File: src/rtl/bar_pkg.sv
// Shared encodings and constants for the LED bar sequencer.
package bar_pkg;

  localparam int unsigned LED_W = 10;
  localparam int unsigned SSM_W = 4;
  localparam int unsigned CNT_W = 4;

  typedef enum logic [1:0] {
    MODE_OFF    = 2'b00,
    MODE_FILL10 = 2'b01,
    MODE_FILL8  = 2'b10,
    MODE_BLINK  = 2'b11
  } mode_e;

  typedef enum logic [1:0] {
    ST_IDLE  = 2'b00,
    ST_FILL  = 2'b01,
    ST_DONE  = 2'b10,
    ST_BLINK = 2'b11
  } state_e;

  localparam logic [CNT_W-1:0] LIMIT_FILL10 = 4'd10;
  localparam logic [CNT_W-1:0] LIMIT_FILL8  = 4'd8;
  localparam logic [SSM_W-1:0] SSM_BLINK    = 4'hA;
  localparam logic [SSM_W-1:0] SSM_BLANK    = 4'hF;

  function automatic logic [CNT_W-1:0] fill_limit(input mode_e m);
    return (m == MODE_FILL8) ? LIMIT_FILL8 : LIMIT_FILL10;
  endfunction

endpackage

File: src/rtl/bar_sequencer_if.sv
// Pushbutton/switch inputs and LED/display outputs of the bar sequencer.
interface bar_sequencer_if;
  import bar_pkg::*;

  logic             start_button;
  logic [1:0]       switch;
  logic [LED_W-1:0] led_out;
  logic [SSM_W-1:0] ssm;
  logic             busy;
  logic             done;

  modport master (
    output start_button, switch,
    input  led_out, ssm, busy, done
  );

  modport slave (
    input  start_button, switch,
    output led_out, ssm, busy, done
  );
endinterface

File: src/rtl/tick_prescaler.sv
// Step-tick prescaler with two selectable divisors; held at zero while clr is high.
module tick_prescaler #(
  parameter int unsigned DIV_A = 50000000,
  parameter int unsigned DIV_B = 25000000
) (
  input  logic clk,
  input  logic rst,
  input  logic clr,
  input  logic sel,
  output logic tick
);
  localparam int unsigned MAX_DIV = (DIV_A > DIV_B) ? DIV_A : DIV_B;
  localparam int unsigned PCNT_W  = (MAX_DIV > 1) ? $clog2(MAX_DIV) : 1;

  logic [PCNT_W-1:0] cnt_q, cnt_d, last_c;

  // tick is a decode of the counter flop so the FSM can use it without a loop through clr
  always_comb begin
    last_c = sel ? PCNT_W'(DIV_B - 1) : PCNT_W'(DIV_A - 1);
    tick   = (cnt_q == last_c);
    cnt_d  = cnt_q + PCNT_W'(1);
    if (clr || tick) cnt_d = '0;
  end

  always_ff @(posedge clk) begin
    if (rst) cnt_q <= '0;
    else     cnt_q <= cnt_d;
  end
endmodule

File: src/rtl/bar_sequencer.sv
// LED bar fill/blink sequencer started by a debounced-free synchronized pushbutton.
module bar_sequencer
  import bar_pkg::*;
#(
  parameter int unsigned SLOW_DIV = 50000000,
  parameter int unsigned FAST_DIV = 25000000
) (
  input  logic           clk,
  input  logic           rst,
  bar_sequencer_if.slave bus
);
  logic       sync1_q, sync1_d, sync2_q, sync2_d, sync3_q, sync3_d;
  logic       armed_q, armed_d, start_q, start_d;
  logic [1:0] settle_q, settle_d;

  state_e           state_q, state_d;
  mode_e            mode_q, mode_d, sw_c;
  logic [LED_W-1:0] led_q, led_d;
  logic [SSM_W-1:0] ssm_q, ssm_d;
  logic [CNT_W-1:0] cnt_q, cnt_d, cnt_inc_c, limit_c;
  logic             busy_q, busy_d, done_q, done_d;
  logic             enter_c, reload_c, clr_c, sel_c, tick_c;

  // Button only arms after a released level is seen post-reset, so a held button cannot start
  always_comb begin
    sync1_d  = bus.start_button;
    sync2_d  = sync1_q;
    sync3_d  = sync2_q;
    settle_d = (settle_q == 2'd2) ? settle_q : settle_q + 2'd1;
    armed_d  = armed_q | ((settle_q == 2'd2) & sync2_q);
    start_d  = armed_q & sync3_q & ~sync2_q;
  end

  always_comb begin
    state_d   = state_q;
    mode_d    = mode_q;
    led_d     = led_q;
    ssm_d     = ssm_q;
    cnt_d     = cnt_q;
    enter_c   = 1'b0;
    reload_c  = 1'b0;
    sw_c      = mode_e'(bus.switch);
    cnt_inc_c = cnt_q + CNT_W'(1);
    limit_c   = fill_limit(mode_q);

    // Priority outside IDLE: abort, then start, then tick
    case (state_q)
      ST_IDLE: begin
        if (start_q && sw_c != MODE_OFF) enter_c = 1'b1;
      end
      default: begin
        if (sw_c == MODE_OFF) begin
          state_d = ST_IDLE;
          led_d   = '0;
          ssm_d   = SSM_BLANK;
          cnt_d   = '0;
        end else if (start_q) begin
          enter_c = 1'b1;
        end else if (tick_c && state_q == ST_FILL) begin
          led_d = {led_q[LED_W-2:0], 1'b1};
          cnt_d = cnt_inc_c;
          ssm_d = limit_c - cnt_inc_c;
          if (cnt_inc_c == limit_c) state_d = ST_DONE;
        end else if (tick_c && state_q == ST_BLINK) begin
          led_d = ~led_q;
        end
      end
    endcase

    if (enter_c) begin
      mode_d   = sw_c;
      reload_c = 1'b1;
      led_d    = '0;
      cnt_d    = '0;
      if (sw_c == MODE_BLINK) begin
        state_d = ST_BLINK;
        ssm_d   = SSM_BLINK;
      end else begin
        state_d = ST_FILL;
        ssm_d   = fill_limit(sw_c);
      end
    end

    busy_d = (state_d == ST_FILL) || (state_d == ST_BLINK);
    done_d = (state_d == ST_DONE);
    clr_c  = reload_c || !busy_d;
  end

  assign sel_c = (mode_q == MODE_FILL8);

  tick_prescaler #(
    .DIV_A (SLOW_DIV),
    .DIV_B (FAST_DIV)
  ) u_prescaler (
    .clk  (clk),
    .rst  (rst),
    .clr  (clr_c),
    .sel  (sel_c),
    .tick (tick_c)
  );

  always_ff @(posedge clk) begin
    if (rst) begin
      sync1_q  <= 1'b1;
      sync2_q  <= 1'b1;
      sync3_q  <= 1'b1;
      settle_q <= 2'd0;
      armed_q  <= 1'b0;
      start_q  <= 1'b0;
      state_q  <= ST_IDLE;
      mode_q   <= MODE_OFF;
      led_q    <= '0;
      ssm_q    <= SSM_BLANK;
      cnt_q    <= '0;
      busy_q   <= 1'b0;
      done_q   <= 1'b0;
    end else begin
      sync1_q  <= sync1_d;
      sync2_q  <= sync2_d;
      sync3_q  <= sync3_d;
      settle_q <= settle_d;
      armed_q  <= armed_d;
      start_q  <= start_d;
      state_q  <= state_d;
      mode_q   <= mode_d;
      led_q    <= led_d;
      ssm_q    <= ssm_d;
      cnt_q    <= cnt_d;
      busy_q   <= busy_d;
      done_q   <= done_d;
    end
  end

  assign bus.led_out = led_q;
  assign bus.ssm     = ssm_q;
  assign bus.busy    = busy_q;
  assign bus.done    = done_q;
endmodule

File: src/flat_wrapper.sv
// flat-port wrapper written by rule: the top's interface ports become plain ports
module bar_sequencer_flat import bar_pkg::*;
#(
  parameter int unsigned SLOW_DIV = 50000000,
  parameter int unsigned FAST_DIV = 25000000
)
  (clk, rst, bus_start_button, bus_switch, bus_led_out, bus_ssm, bus_busy, bus_done);
  bar_sequencer_if bus_i ();
  input  logic clk;
  input  logic rst;
  input wire logic [$bits(bus_i.start_button)-1:0] bus_start_button;
  input wire logic [$bits(bus_i.switch)-1:0] bus_switch;
  output wire logic [$bits(bus_i.led_out)-1:0] bus_led_out;
  output wire logic [$bits(bus_i.ssm)-1:0] bus_ssm;
  output wire logic [$bits(bus_i.busy)-1:0] bus_busy;
  output wire logic [$bits(bus_i.done)-1:0] bus_done;
  assign bus_i.start_button = bus_start_button;
  assign bus_i.switch = bus_switch;
  assign bus_led_out = bus_i.led_out;
  assign bus_ssm = bus_i.ssm;
  assign bus_busy = bus_i.busy;
  assign bus_done = bus_i.done;
  bar_sequencer #(.SLOW_DIV(SLOW_DIV), .FAST_DIV(FAST_DIV)) u_core (.clk(clk), .rst(rst), .bus(bus_i));
endmodule
File: config.mk
export PLATFORM = sky130hd
export DESIGN_NAME = bar_sequencer_flat
export DESIGN_NICKNAME = d
export VERILOG_FILES = /design/src/rtl/bar_pkg.sv /design/src/rtl/bar_sequencer_if.sv /design/src/rtl/tick_prescaler.sv /design/src/rtl/bar_sequencer.sv /design/src/flat_wrapper.sv
export SDC_FILE = /design/constraint.sdc
export NUM_CORES = 1
export LEC_CHECK = 0
export ABC_AREA = 1
export CELL_PAD_IN_SITES_DETAIL_PLACEMENT = 0
export CELL_PAD_IN_SITES_GLOBAL_PLACEMENT = 1
export CORE_MARGIN = 2
export CORE_UTILIZATION = 46
export CTS_BUF_LIST = sky130_fd_sc_hd__clkbuf_16
export DETAILED_ROUTE_END_ITERATION = 16
export PLACE_DENSITY = 0.83
export SYNTH_ARGS = -nofsm -noshare
export SYNTH_HDL_FRONTEND = slang
export SYNTH_SLANG_ARGS = --single-unit
File: constraint.sdc
create_clock -name clk -period 6.2 [get_ports clk]
set_clock_uncertainty 0.15 [all_clocks]
set_input_delay 1.24 -clock clk [delete_from_list [all_inputs] [get_ports clk]]
set_output_delay 1.24 -clock clk [all_outputs]
set_load 0.05 [all_outputs]
[Yosys cells after proc, flatten, opt, wreduce, memory -nomap -nowiden]
Cells that the tools add are included.
Operators by class
  bitwise logic cells: 7
  reductions and logical operators: 18
  add/sub/neg operators: 4
  eq/ne operators: 14
  muxes and demuxes: 28
Operators by type and width (count)
  $mux 10: 4
  $mux 4: 9
  $add 26x1->26 const B: 1
  $eq 26x26->1: 1
  $mux 26: 1
  $mux 2: 9
  $eq 2x2->1 const B: 7
  $not 10->10: 1
  $reduce_and 3->1: 3
  $reduce_bool 3->1: 2
  $mux 1: 5
  $add 4x1->4 const B: 1
  $eq 2x1->1 const B: 2
  $eq 4x4->1: 1
  $logic_not 2->1: 2
  $reduce_bool 2->1: 2
  $reduce_or 2->1: 2
  $sub 4x4->4: 1
  $and 1x1->1: 3
  $logic_and 1x1->1: 3
  $logic_or 1x1->1: 3
  $ne 3x3->1 const B: 1
  $add 2x1->2 const B: 1
  $ne 2x1->1 const B: 1
  4 further kinds: 5
Storage, ports and cells
  input port bits: 5
  logic and storage cells: 85
  output and inout port bits: 16
  register bits: 57

[Depth between registers and ports, before layout]
  depth after elaboration: 15
  gate-level depth with buffers: 13
  mapped depth without buffers: 13

[Hierarchy]
A second synthesis with hierarchy kept.
Second synthesis, totals
  cells, all modules: 418
  area, all modules: 2954.1 um2
By module, submodules not included
  tick_prescaler: cells an instance 231, sequential area each 520.5 um2, times used 1, area each 1496.4 um2
  bar_sequencer: cells an instance 187, sequential area each 600.6 um2, times used 1, area each 1457.6 um2

[Least setup slack after synthesis]
Ideal clock, no wire load.
  path type: input port to flip-flop
  start: input port bus_switch[1]
  end: register u_core.u_prescaler.cnt_q[6]
  cell stages on the path: 8
  data arrival time: 2.170 ns
  data required time: 5.986 ns
  slack: 3.816 ns
  library setup time: 0.064 ns
  buffers on the path: 1
  path through: nor2_4 nor2_2 nor2_1 inv_1 a21oi_2 nand3_2 buf_4 nor2_1
On the way
  cells in the longest elaborated chain, start to end: 11
  elaborated cells between the ends (all ways): 19
  classes of those cells: eq/ne (3); mux (8); reduce/logical (8)
RTL lines
  from (decl): line flat_wrapper.sv:12  | input wire logic [$bits(bus_i.switch)-1:0] bus_switch;
  $reduce_bool 2->1: line bar_sequencer.sv:49  | if (start_q && sw_c != MODE_OFF) enter_c = 1'b1;
  $logic_and 1x1->1: line bar_sequencer.sv:49
  $mux 1: line bar_sequencer.sv:49
  $mux 1: line bar_sequencer.sv:47  | case (state_q)
  $mux 2: line bar_sequencer.sv:70  | if (enter_c) begin
  $eq 2x1->1 or $eq 2x2->1 (tied branches): line bar_sequencer.sv:84  | busy_d = (state_d == ST_FILL) || (state_d == ST_BLINK);
  $logic_or 1x1->1: line bar_sequencer.sv:84
  $logic_not 1->1: line bar_sequencer.sv:86  | clr_c = reload_c || !busy_d;
  $logic_or 1x1->1 *: line bar_sequencer.sv:86
  $logic_or 1x1->1 *: line tick_prescaler.sv:22  | if (clr || tick) cnt_d = '0;
  $reduce_or 2->1 (no line) *
  to (signal assigned): line tick_prescaler.sv:27  | else cnt_q <= cnt_d;
  to (decl): line tick_prescaler.sv:15  | logic [PCNT_W-1:0] cnt_q, cnt_d, last_c;
Every way passes the cells marked *; elsewhere a longest branch is shown, timed or not.
A chain may end at the register's enable or synchronous reset.

[Worst setup path after layout]
  start: input port bus_switch[1]
  end: register u_core.u_prescaler.cnt_q[14]
Same word-level chain as after synthesis.

==> out/summary.md <==
The flow ran to the end, and the final reports show no timing, DRC or antenna violations. In the final design database the tool counted 440 nets. The HPWL after detailed placement is 4.45 mm. The commonest non-fill, non-tap cell in the layout was nand2_1. The achievable frequency came out at 303 MHz. Across the run, the number of max-cap violations was 0. The H-tree was split into 3 levels. The worst hold path begins at u_core.sync1_q$_SDFF_PP1_. In the synthesized netlist, the number of instances is 407.

The worst setup path is captured at a register. The critical path in this run is classified as input pin to register. The number of cells traversed by the worst register-to-register path is 12.

The number of buffers and inverters on the critical path came out at 2. TritonCTS built the clock tree. The time the final worst path needs with I/O delays and setup is 3.30 ns. 0 antenna diodes ended up in the layout.

VDD sags by at most 186 uV. The most used flip-flop cell after synthesis is dfxtp_1. The top fanout value on the critical path was 26. The final layout contains routed wiring with a total length of 6.32 mm. The fill cell total of the finished layout was 603; the number of remaining DRC errors was 0. Headroom to the max-slew limit came out at 45.3%.

The layout overhead on the synthesized area is 19.0%. Once layout is complete, the utilization of the core stands at 55.7%. The share of final-layout standard cells stronger than drive strength 1 was 12.6%; the I/O pin count was 21. The path with the worst hold slack has its endpoint at u_core.sync2_q$_SDFF_PP1_.

In the final timing run, aggregate negative setup slack is 0 ns. In the layout the commonest cells are 82 x nand2_1, 57 x dfxtp_1, 53 x nor2_1. At the worst endpoint, the required time is 6.28 ns. The tools report the number of CTS-inserted buffers as 9. The detail route stage leaves a number of antenna-violating nets equal to 0. Count of state elements after synthesis: 57. At the later pin of the worst-skew pair, clock insertion delay measures 0.32 ns. The arrival time of data at the critical path endpoint is 3.38 ns. From left edge to right edge, the die measures 83.9 microns.

The largest delay contributor family on the critical path was simple AND/OR/NAND/NOR gates. For this design the static power due to leakage is 1.27 nW. Setup violations remaining at the end of the flow were counted as 0. The synthesized netlist occupies a cell area of 2940 sq um.

Sequential elements use 38.8% of the synthesized area. Clock-pin slew reported for the worst setup and hold paths after clock tree synthesis: 0.05 ns. The detailed router placed 2601 vias in this run. After clock tree synthesis, the repair step resized 0 gates. Setup repair after global routing left no endpoint under its margin. The maximum number of pins on one net before global-route repair was 27. For the pin with the worst max-slew slack, the measured transition is 0.818 ns.

The die covers 7040 sq um. The initialized floorplan defines 29 standard-cell rows. The run gives 0 as the max-slew violation count. The tools report the clock tree root driver cell as clkbuf_16.

For flop-to-flop paths, the worst setup slack is 3.72 ns. Across every metal layer, demand over resource in global routing totals 19.6%. The delay of the slowest critical-path stage is 0.49 ns. The worst flop-to-flop path startpoint was u_core.u_prescaler.cnt_q[0]$_SDFF_PP0_. The total iterations of the first detailed-routing run came out at 4. Summing all non-filler instances in the final layout gives an area of 3490 sq um.

The total area inside the core boundary comes to 6280 sq um. The per-cell via count in the routed design works out to 5.08. At the end of routability-driven placement, the weighted congestion stood at 0.813.

In the finished design, the share of the clock period the worst path needs comes to 53.2%. The tools report the number of hold buffers added after CTS as 0. The fraction of synthesis flops using an asynchronous set or reset pin was 0%; the final worst slack was 2.90 ns. The number of library cell types mapped by synthesis is 31, and the height of the chip is 83.9 microns. OpenSTA, run right after detailed placement, puts the worst setup slack at 2.57 ns. In this run the tool buffered the top-level ports with 20 buffer cells. The clock net in this run drives a total of 57 sinks. For this configuration, the core starts out at a cell density of 46.8%.

After detailed routing, the average wire length per cell comes to 12.3 microns. Dividing total power by cell area gives a power density of 267 nW/um^2. The number of nets handed over by synthesis was 417. A synthesized cell averages 7.22 sq um. Once layout is complete, the cells apart from fillers number 512. The via count of the first global-routing pass is 2374. Total overflow reported by the global router: 0. The depth of the worst hold-timing path is 1. The synthesized design contains 0 enable-type register cells. The slowest stage of the critical path is the clkdlybuf4s50_1 cell. The hold violation count in the final report came out at 0. The worst setup path is launched from an input pin. During synthesis, Yosys emitted a total of 0 warnings. The first global-routing pass estimated 11.1 mm of wire. For the area taken by flip-flops and latches, the log shows 1140 sq um. Capturing point of the worst reg2reg path: u_core.cnt_q[1]$_SDFFE_PP0P_. The run gives 0 as the initial antenna violation count.

The total cell area at the placement stage is 3180 sq um, and the initial detailed-routing violation count is 187. The kind of path behind the tightest hold check was register to register. Number of placed cells counting well taps: 496. The number of setup buffers added after CTS is 0. For the multi-input gate area in the final layout, the log shows 1550 sq um.

The clock passes through at most 2 buffers. Traced cell by cell, the critical path runs through clkdlybuf4s50_1 > nor2_4 > nor2_2 > nor2_1 > inv_1 > a21oi_2 > nand3_2 > a21oi_1.
## metrics by stage
step           total power, mW  hold slack, ns
2_1_floorplan            0.412           0.239
3_3_place_gp             0.420           0.242
3_5_place_dp             0.422           0.244
4_1_cts                  0.945           0.254
5_1_grt                  0.968           0.275
6_report                 0.932           0.252
## cell usage after synthesis, types with 5 or more instances
cell	instances	area (sq um)
o21ai_0	8	40.0
nand2_1	82	308
ha_1	5	62.6
nor2_1	53	199
xor2_1	12	105
nand3_2	5	50.1
nor2_4	5	56.3
nand3_1	37	185
a21oi_1	25	125
nor2_2	5	31.3
nand4_1	15	93.8
dfxtp_1	57	1140
or2_2	10	62.6
inv_1	47	176
nor3_1	8	40.0
## registers in the layout, summed over array words and instances (netlist names)
signal                    count
u_core.start_q                1
u_core.sync2_q                1
u_core.bus.busy               1
u_core.cnt_q                  4
u_core.settle_q               2
u_core.bus.done               1
u_core.u_prescaler.cnt_q     26
u_core.bus.ssm                4
u_core.sync1_q                1
u_core.bus.led_out           10
u_core.state_q                2
u_core.mode_q                 2
u_core.armed_q                1
u_core.sync3_q                1
## power by group
part,total (mW),internal (mW),switching [mW]
combinational,0.0351,0.0135,0.0215
clock,0.519,0.347,0.171
sequential,0.379,0.375,0.00372
total,0.932,0.736,0.196
## per-layer routing
metal  global-route usage (%)  wire length, microns
met1                     26.7                  3040
met2                     29.5                  2820
met3                     5.34                   353
met4                     7.62                   109
met5                        0                     0
## worst max path at each step
stage	from	depth (start not counted)	to	slack (ns)
after global routing	bus_switch[1]	8	u_core.u_prescaler.cnt_q[14]$_SDFF_PP0_	2.66
after detailed placement	bus_switch[1]	8	u_core.u_prescaler.cnt_q[11]$_SDFF_PP0_	2.57
after global placement	bus_switch[1]	8	u_core.u_prescaler.cnt_q[11]$_SDFF_PP0_	2.63
after CTS	bus_switch[1]	8	u_core.u_prescaler.cnt_q[11]$_SDFF_PP0_	2.90
final	bus_switch[1]	8	u_core.u_prescaler.cnt_q[14]$_SDFF_PP0_	2.90
after floorplan	bus_switch[1]	8	u_core.u_prescaler.cnt_q[6]$_SDFF_PP0_	3.82
## logic make-up after synthesis
group,share of synthesized area [%]
buf+inv,8.52
flops,38.8
compound gates,7.92
xor+xnor,4.77
simple gates,37.8
fa+ha+maj,2.13
## cell type report
cell class              instances  share of cell area [%]
multi-input cells             290                    44.3
repair buffers                 21                    5.94
flip-flops and latches         57                    32.7
clock buffers                   9                    6.44
well taps                      77                    2.76
clock inverters                 7                    2.47
inverters                      51                    5.48
(Power assumes the default switching activity.)
